`src/rtl/jk_excitation_driver.sv`:
```
// jk_excitation_driver: drive side of a JK flip-flop interface.
// Targets (desired next q) arrive over valid/ready, are buffered in a FIFO,
// converted to a J/K excitation from a tracked model state, driven for one
// cycle, and the returned q is checked against the target.
// Optional build macro: JK_TOGGLE_DRIVE_EN selects toggle encoding (j=k=1 for
// every state change) instead of the default set/reset encoding.
module jk_excitation_driver #(
    parameter int DEPTH = 4,
    parameter int PTR_W = 2
) (
    input  logic       clk,
    input  logic       rst,
    input  logic       tgt_valid,
    input  logic       tgt_bit,
    output logic       tgt_ready,
    output logic       j,
    output logic       k,
    input  logic       q_fb,
    output logic       busy,
    output logic       err,
    output logic [7:0] err_count,
    output logic [7:0] done_count
);

    typedef enum logic [1:0] {
        ST_IDLE  = 2'd0,
        ST_DRIVE = 2'd1,
        ST_CHECK = 2'd2
    } state_t;

    state_t           state_r;
    state_t           next_state_s;
    logic [DEPTH-1:0] mem_r;
    logic [PTR_W:0]   wr_ptr_r;
    logic [PTR_W:0]   rd_ptr_r;
    logic             full_s;
    logic             empty_s;
    logic             push_s;
    logic             pop_s;
    logic             head_s;
    logic [1:0]       exc_s;
    logic             mism_s;
    logic             tgt_r;
    logic             qm_r;
    logic             j_r;
    logic             k_r;
    logic             err_r;
    logic [7:0]       err_count_r;
    logic [7:0]       done_count_r;

    // J/K excitation {j,k} that moves a flip-flop from state qm to target t.
    function automatic logic [1:0] excite(input logic qm, input logic t);
        logic [1:0] jk;
`ifdef JK_TOGGLE_DRIVE_EN
        if (qm != t) begin
            jk = 2'b11;
        end else begin
            jk = 2'b00;
        end
`else
        case ({qm, t})
            2'b01:   jk = 2'b10;
            2'b10:   jk = 2'b01;
            default: jk = 2'b00;
        endcase
`endif
        return jk;
    endfunction

    // The extra pointer MSB distinguishes full from empty when the index bits match.
    assign full_s  = (wr_ptr_r[PTR_W] != rd_ptr_r[PTR_W]) &&
                     (wr_ptr_r[PTR_W-1:0] == rd_ptr_r[PTR_W-1:0]);
    assign empty_s = (wr_ptr_r == rd_ptr_r);
    assign push_s  = tgt_valid && !full_s;
    assign pop_s   = (state_r == ST_IDLE) && !empty_s;
    assign head_s  = mem_r[rd_ptr_r[PTR_W-1:0]];
    assign exc_s   = excite(qm_r, head_s);
    assign mism_s  = (q_fb != tgt_r);

    assign tgt_ready  = !full_s;
    assign busy       = (state_r != ST_IDLE) || !empty_s;
    assign j          = j_r;
    assign k          = k_r;
    assign err        = err_r;
    assign err_count  = err_count_r;
    assign done_count = done_count_r;

    // FIFO storage and pointers; push and pop may share a cycle.
    always_ff @(posedge clk or negedge rst) begin
        if (!rst) begin
            mem_r    <= {DEPTH{1'b0}};
            wr_ptr_r <= {(PTR_W + 1){1'b0}};
            rd_ptr_r <= {(PTR_W + 1){1'b0}};
        end else begin
            if (push_s) begin
                mem_r[wr_ptr_r[PTR_W-1:0]] <= tgt_bit;
                wr_ptr_r <= wr_ptr_r + {{PTR_W{1'b0}}, 1'b1};
            end
            if (pop_s) begin
                rd_ptr_r <= rd_ptr_r + {{PTR_W{1'b0}}, 1'b1};
            end
        end
    end

    // FSM state register.
    always_ff @(posedge clk or negedge rst) begin
        if (!rst) begin
            state_r <= ST_IDLE;
        end else begin
            state_r <= next_state_s;
        end
    end

    // FSM next-state: pop when idle with data, drive one cycle, check one cycle.
    always_comb begin
        next_state_s = state_r;
        case (state_r)
            ST_IDLE: begin
                if (!empty_s) begin
                    next_state_s = ST_DRIVE;
                end else begin
                    next_state_s = ST_IDLE;
                end
            end
            ST_DRIVE: next_state_s = ST_CHECK;
            ST_CHECK: next_state_s = ST_IDLE;
            default:  next_state_s = ST_IDLE;
        endcase
    end

    // Drive registers, model state and result counters.
    always_ff @(posedge clk or negedge rst) begin
        if (!rst) begin
            tgt_r        <= 1'b0;
            qm_r         <= 1'b0;
            j_r          <= 1'b0;
            k_r          <= 1'b0;
            err_r        <= 1'b0;
            err_count_r  <= 8'd0;
            done_count_r <= 8'd0;
        end else begin
            case (state_r)
                ST_IDLE: begin
                    if (pop_s) begin
                        tgt_r <= head_s;
                        j_r   <= exc_s[1];
                        k_r   <= exc_s[0];
                    end else begin
                        j_r   <= 1'b0;
                        k_r   <= 1'b0;
                    end
                end
                ST_DRIVE: begin
                    j_r <= 1'b0;
                    k_r <= 1'b0;
                end
                ST_CHECK: begin
                    if (mism_s) begin
                        err_r <= 1'b1;
                        if (err_count_r != 8'hFF) begin
                            err_count_r <= err_count_r + 8'd1;
                        end else begin
                            err_count_r <= err_count_r;
                        end
                    end else begin
                        err_r <= err_r;
                    end
                    done_count_r <= done_count_r + 8'd1;
                    // Follow the real device so later excitations stay correct.
                    qm_r <= q_fb;
                end
                default: begin
                    j_r <= 1'b0;
                    k_r <= 1'b0;
                end
            endcase
        end
    end

endmodule

```
`config.mk`:
```
export PLATFORM = sky130hd
export DESIGN_NAME = jk_excitation_driver
export DESIGN_NICKNAME = d
export VERILOG_FILES = /design/src/rtl/jk_excitation_driver.sv
export SDC_FILE = /design/constraint.sdc
export NUM_CORES = 1
export LEC_CHECK = 0
export ABC_AREA = 0
export CAP_MARGIN = 25
export CORE_MARGIN = 10
export CORE_UTILIZATION = 52
export CTS_CLUSTER_SIZE = 8
export DETAILED_ROUTE_END_ITERATION = 12
export PLACE_DENSITY = 0.85
export REMOVE_ABC_BUFFERS = 1
export SYNTH_ARGS = -nofsm -noshare
export SYNTH_HDL_FRONTEND = slang
export SYNTH_SLANG_ARGS = --single-unit
```
`constraint.sdc`:
```
create_clock -name clk -period 1.7 [get_ports clk]
set_input_delay 0.34 -clock clk [delete_from_list [all_inputs] [get_ports clk]]
set_output_delay 0.34 -clock clk [all_outputs]
set_load 0.05 [all_outputs]
```
==> results.cfg, run 1 <==
[outcome]
outcome = finished with violations
violations = setup timing

[worst_setup_path]
cp_num_buf_inv = 1
r2r_setup_slack_ps = 50
cp.required_ps = 1360
path_delay_family = flip-flops
crit_slowest_cell = dfrtp_2
r2r-start = wr_ptr_r[0]
cp_max_fo = 2
arrival_ps = 1410
criticalPathCategory = flip-flop to primary output
cp_cell_sequence = xnor2_4 -> and3_4 -> nand2_2 -> buf_6
rr_worst_depth = 4
crit_path_end_kind = primary output
cp_num_cells = 4
start_kind = flip-flop
rr_endpoint = rd_ptr_r[1]
crit_start = rd_ptr_r[1]
crit_path_max_incr_delay_ps = 450
endpoint = busy

[pwr]
power_density_nw_per_um2 = 2160
p_leak_nw = 0.995
vdd_ir_drop_max_uv = 823

[floorplanning]
fp.coreArea_um2 = 2980
die_y_um = 75.3
num_rows = 20
initial_utilization_pct = 53.4
die_w_um = 75.3
dieArea_um2 = 5670
ios = 26

[yosys]
synth-main-ff-cell = dfrtp_1
synthDominantCellAreaShare_pct = 51.9
yosysMostFrequentCell = dfrtp_1
yosys-top-cells-count = dfrtp_1, nand2_1, xnor2_1
synthCells = 132
synthArstFlopShare_pct = 100
ys_seq_area_share_pct = 51.9
synthDistinctLibCells = 33
syn_avg_cell_area_um2 = 12.0
netlist_top_cells_area = dfrtp_1, xnor2_1, ha_1, nand2_1, mux2_2
synth_edf_count = 0
yosysTopAreaCell = dfrtp_1
yosys_warnings = 0
yosys_register_bits = 33
syn-cell-area_um2 = 1590

[final_layout]
nets = 192
antenna_cells = 0
multi_input_area_um2 = 790
nFillCells = 198
regArea_um2 = 833
drive_above_1_share_pct = 37.0
area_growth_pct = 30.0

[sta]
maxSlewViolCount = 0
setup_viol = 2
finalHoldViolCount = 0
setup_ws_ps = -46.0
rsz0062_at_grt = true
tightest_slew_ps = 427
skew_ps = 6.70
max_freq_ghz = 0.573
tns_ps = -72.6
period_share_pct = 103
period_needed_ps = 1750
slew_headroom_pct = 71.6

[cts]
cts.sinks = 33
path_clk_slew_ps = 100
cts_tree = yes
cts_buffer_depth = 2
cts_buffers = 5
hold_buffers = 0
cts_root_buffer = clkbuf_4
clock_latency_ps = 330
htreeDepth = 2

[drt]
detail_route.vias_per_cell = 5.31
firstDrtPassIters = 4
drt-initial-drc-count = 52
ant_nets = 0
num_vias = 1136
drt-total-wl_mm = 3.29
remaining_drc_errors = 0
wl_per_cell_um = 15.4

[grt]
grt_max_degree = 34
grt_antenna_before_repair = 0
grt_pass1_vias = 1221
grt.total_usage_pct = 13.2
grt_pass1_wl_mm = 5.62
grt-ovfl-total = 0

[placed_design]
post-place-ws_ps = 15.6
gp_congestion = 0.802
detailed_place_hpwl_mm = 2.24
portBuffers = 25

[hold_path]
hp-class = input port to asynchronous set/reset pin

[flow_run]
drv_cap = 0
==> layout by cell type (no fill, tap or decap), types with 3 or more instances in the layout <==
cell and count:
and3_1 4, buf_4 33, buf_6 4, clkbuf_4 5
clkdlybuf4s50_1 4, dfrtp_1 27, dfrtp_2 6, ha_1 7
inv_1 5, mux2_2 5, nand2_1 19, nand3_1 7
nor2_1 4, nor2b_1 4, xnor2_1 10, xor2_1 3
==> routing by layer <==
metal	vias to the layer above	global-route usage [%]	part of all wire, %
met5	-	0	0
met4	0	9.69	2.6
met3	6	3.39	5.6
met2	25	22.1	52
met1	554	14.1	40
li1	551	-	-
==> worst reg2reg max path, stage by stage, from the launching register on <==
cell	delay [ps]
dfrtp_2	460
xnor2_4	160
buf_6	130
a311oi_4	450
mux2_4	350
==> stage by stage <==
step	std cells	hold slack [ps]	util (%)	cell area, um2	total power (W)
CTS	213	400	69.0	2060	0.00439
global placement	197	458	63.2	1880	0.00347
floorplan	132	44.4	-	1590	0.00296
detailed placement	197	460	63.2	1880	0.00356
finish	214	390	69.4	2070	0.00447
global route	214	434	69.4	2070	0.00475
==> timing repair <==
item,CTS,global route
gates resized for setup,15,1
buffers inserted,8,1
endpoints found under the setup margin,2,2
gates cloned,0,0
pin swaps,4,0
==> cells by family (layout without fill, tap and decap cells) <==
group	count (synthesis)	in the layout	synth area share (%)
flip-flops	33	33	51.9
adder cells (fa/ha/maj)	7	7	5.51
AO/OA/AOI/OAI	11	11	6.85
multiplexers	11	11	9.05
AND/OR/NAND/NOR	48	48	15.2
XOR/XNOR	17	17	10.3
buffers and inverters	5	54	1.18
==> sequential cells by signal, summed over array words and instances, names as in the netlist, 2 cells and up <==
register / cells
err_count: 8
done_count: 8
mem_r: 4
rd_ptr_r: 3
state_r: 2
wr_ptr_r: 3
==> area by class of cell <==
cell class                      instances  share of cell area [%]
Inverter                                5                   0.908
Timing Repair Buffer                   41                    16.1
Multi-Input combinational cell         94                    38.2
Sequential cell                        33                    40.3
Tap cell                               33                    2.00
Clock buffer                            6                    2.00
Clock inverter                          2                   0.484
==> worst min-delay path by stage <==
| stage | end | slack [ps] | cells past startpoint |
|---|---|---|---|
| 2_1_floorplan | done_count[0] | 40 | 0 |
| 3_3_place_gp | err | 460 | 1 |
| 3_5_place_dp | err | 460 | 1 |
| 4_1_cts | state_r[1] | 400 | 2 |
| 5_1_grt | state_r[1] | 430 | 2 |
| 6_report | state_r[1] | 390 | 2 |
==> report_power, final <==
| group | internal, W | leakage (nW) | total, W | switching (W) |
|---|---|---|---|---|
| Sequential | 0.00111 | 0.397 | 0.00147 | 0.000363 |
| Clock | 0.000157 | 0.0320 | 0.000418 | 0.000261 |
| Combinational | 0.00121 | 0.566 | 0.00258 | 0.00137 |
Power figures use the tool's default switching activity.
==> inputs of run 2 (changes only) <==
Settings changed: CORE_MARGIN 10 to 4, CORE_UTILIZATION 52 to 56, PLACE_DENSITY 0.85 to 0.9.
Clock period 1.7 ns to 2.21 ns, I/O delays scaled along.
==> run 2 against run 1 <==
  * Non-clock buffer count shrank 15
  * Clock power up 15%
  * The flow now finishes without violations
  * Flip-flop and latch count stayed put
  * Design area shrank 3.8%
  * Combinational power is 36% lower
  * Register-to-register slack better by 440 ps
  * Sequential share of layout area grew 1.2 points
  * Hold slack improved by 91 ps
  * Clock-buffer cell count up 1
  * Die area decreased by 34%
  * Routed wire length fell by 3.2%
  * Global-route usage rose by 6.6 points
==> results.cfg, run 2 (synthesis gave the netlist of run 1 again) <==
[outcome]
outcome = finished, final reports clean

[worst_setup_path]
cp_num_buf_inv = 1
crit_path_max_incr_delay_ps = 520
cp_cell_sequence = xnor2_4 -> and3_2 -> nand2_1 -> buf_4
criticalPathCategory = flip-flop to primary output
crit_path_end_kind = primary output
cp_max_fo = 4
arrival_ps = 1660
cp.required_ps = 1770
crit_slowest_cell = dfrtp_1
start_kind = flip-flop
path_delay_family = flip-flops

[floorplanning]
fp.coreArea_um2 = 2730
num_rows = 19
die_w_um = 61.3
ios = 26
dieArea_um2 = 3760
die_y_um = 61.3
initial_utilization_pct = 58.2

[placed_design]
detailed_place_hpwl_mm = 2.27
gp_congestion = 0.760
place_area_um2 = 1880
post-place-cells = 189
portBuffers = 25

[final_layout]
antenna_cells = 0
nets = 177
final_common_cell = dfrtp_1
stdcell_count = 197
nFillCells = 170
area_growth_pct = 25.1
final_cell_area_um2 = 1990
final_util_pct = 72.8
drive_above_1_share_pct = 14.5
mostFrequentLayoutCells = dfrtp_1, clkdlybuf4s50_1, nand2_1

[sta]
setup_viol = 0
period_share_pct = 95.1
skew_ps = 10.3
tns_ps = 0
max_freq_ghz = 0.476
rsz0062_at_grt = false
finalHoldViolCount = 0
tightest_slew_ps = 543
maxSlewViolCount = 0
slew_headroom_pct = 63.7
period_needed_ps = 2100

[grt]
grt.total_usage_pct = 19.8
grt_pass1_vias = 1153
grt-ovfl-total = 0
grt_max_degree = 34
grt_antenna_before_repair = 0
grt_pass1_wl_mm = 5.18

[cts]
hold_buffers = 0
clock_latency_ps = 340
htreeDepth = 2
cts.sinks = 33
cts_root_buffer = clkbuf_4
cts_buffers = 5
cts_buffer_depth = 2
cts_tree = yes
path_clk_slew_ps = 100

[drt]
wl_per_cell_um = 16.2
drt-initial-drc-count = 33
detail_route.vias_per_cell = 5.66
remaining_drc_errors = 0
drt-total-wl_mm = 3.19
ant_nets = 0
num_vias = 1116
firstDrtPassIters = 4

[pwr]
vdd_ir_drop_max_uv = 1170
power_w = 0.00329
comb_power_share_pct = 50.5
switching_share_pct = 44.4
p_leak_nw = 0.903
power_density_nw_per_um2 = 1650
power_switching_w = 0.00146
clkPwrFrac_pct = 14.7
p_int_w = 0.00183
seq_power_share_pct = 34.8

[hold_path]
hp-class = input port to asynchronous set/reset pin

[flow_run]
drv_cap = 0
run 2: cell count changes in the layout (fill, tap and decap cells not counted), moves of 2 or more:
cell,change
clkinv_2,-2
dfrtp_1,+6
buf_6,-4
dfrtp_2,-6
clkdlybuf4s50_1,+19
buf_4,-30
run 2: timing repair:
item,CTS,global route
buffers inserted,0,0
gates resized for setup,0,2
hold endpoints to repair,0,0
setup endpoints to repair,0,1
run 2: routing by layer:
metal	routed length [um]	part of all wire (%)	up-vias	GRT usage, %
li1	-	-	521	-
met1	1300	41	557	22.3
met2	1620	51	28	32.5
met3	155	4.9	10	5.03
met4	106	3.3	0	13.9
met5	0	0	-	0
run 2: power by group through the flow:
stage / Clock [W] / Sequential [W] / Combinational [W]
floorplan: 0 / 0.00141 / 0.000873
finish: 0.000482 / 0.00114 / 0.00166
global placement: 0 / 0.00109 / 0.00155
CTS: 0.000487 / 0.00112 / 0.00163
detailed placement: 0 / 0.00112 / 0.00163
global route: 0.000509 / 0.00118 / 0.00178
run 2: per-stage QoR:
stage / hold slack, ps / worst slack (ps)
floorplan: 146 / 411
global placement: 456 / 276
detailed placement: 471 / 182
CTS: 494 / 27.7
global route: 514 / 34.3
finish: 482 / 109
run 2: cell type report:
cell class                      count  area, um2  area share, %
Clock inverter                      1       30.0           1.51
Sequential cell                    33        826           41.5
Timing Repair Buffer               26        253           12.7
Tap cell                           31       38.8           1.95
Multi-Input combinational cell     94        768           38.6
Inverter                            5       18.8          0.943
Clock buffer                        7       55.1           2.77
run 2: final timing paths:
| kind | startpoint | to | slack, ps | cells past startpoint |
|---|---|---|---|---|
| worst min-delay path | rst | state_r[1] | 480 | 2 |
| worst min register to register | j | j | 500 | 1 |
| worst max register to register | rd_ptr_r[0] | mem_r[3] | 490 | 4 |
| worst max-delay path | rd_ptr_r[0] | busy | 110 | 4 |
| min in group clk | j | j | 500 | 1 |
| max in group asynchronous | rst | wr_ptr_r[1] | 1430 | 2 |
==> inputs of run 3 (changes only) <==
Settings changed: SKIP_CTS_REPAIR_TIMING from default to 1.
==> results of run 3 <==
No change in the layout: final DEF, timing and power equal those of run 2.
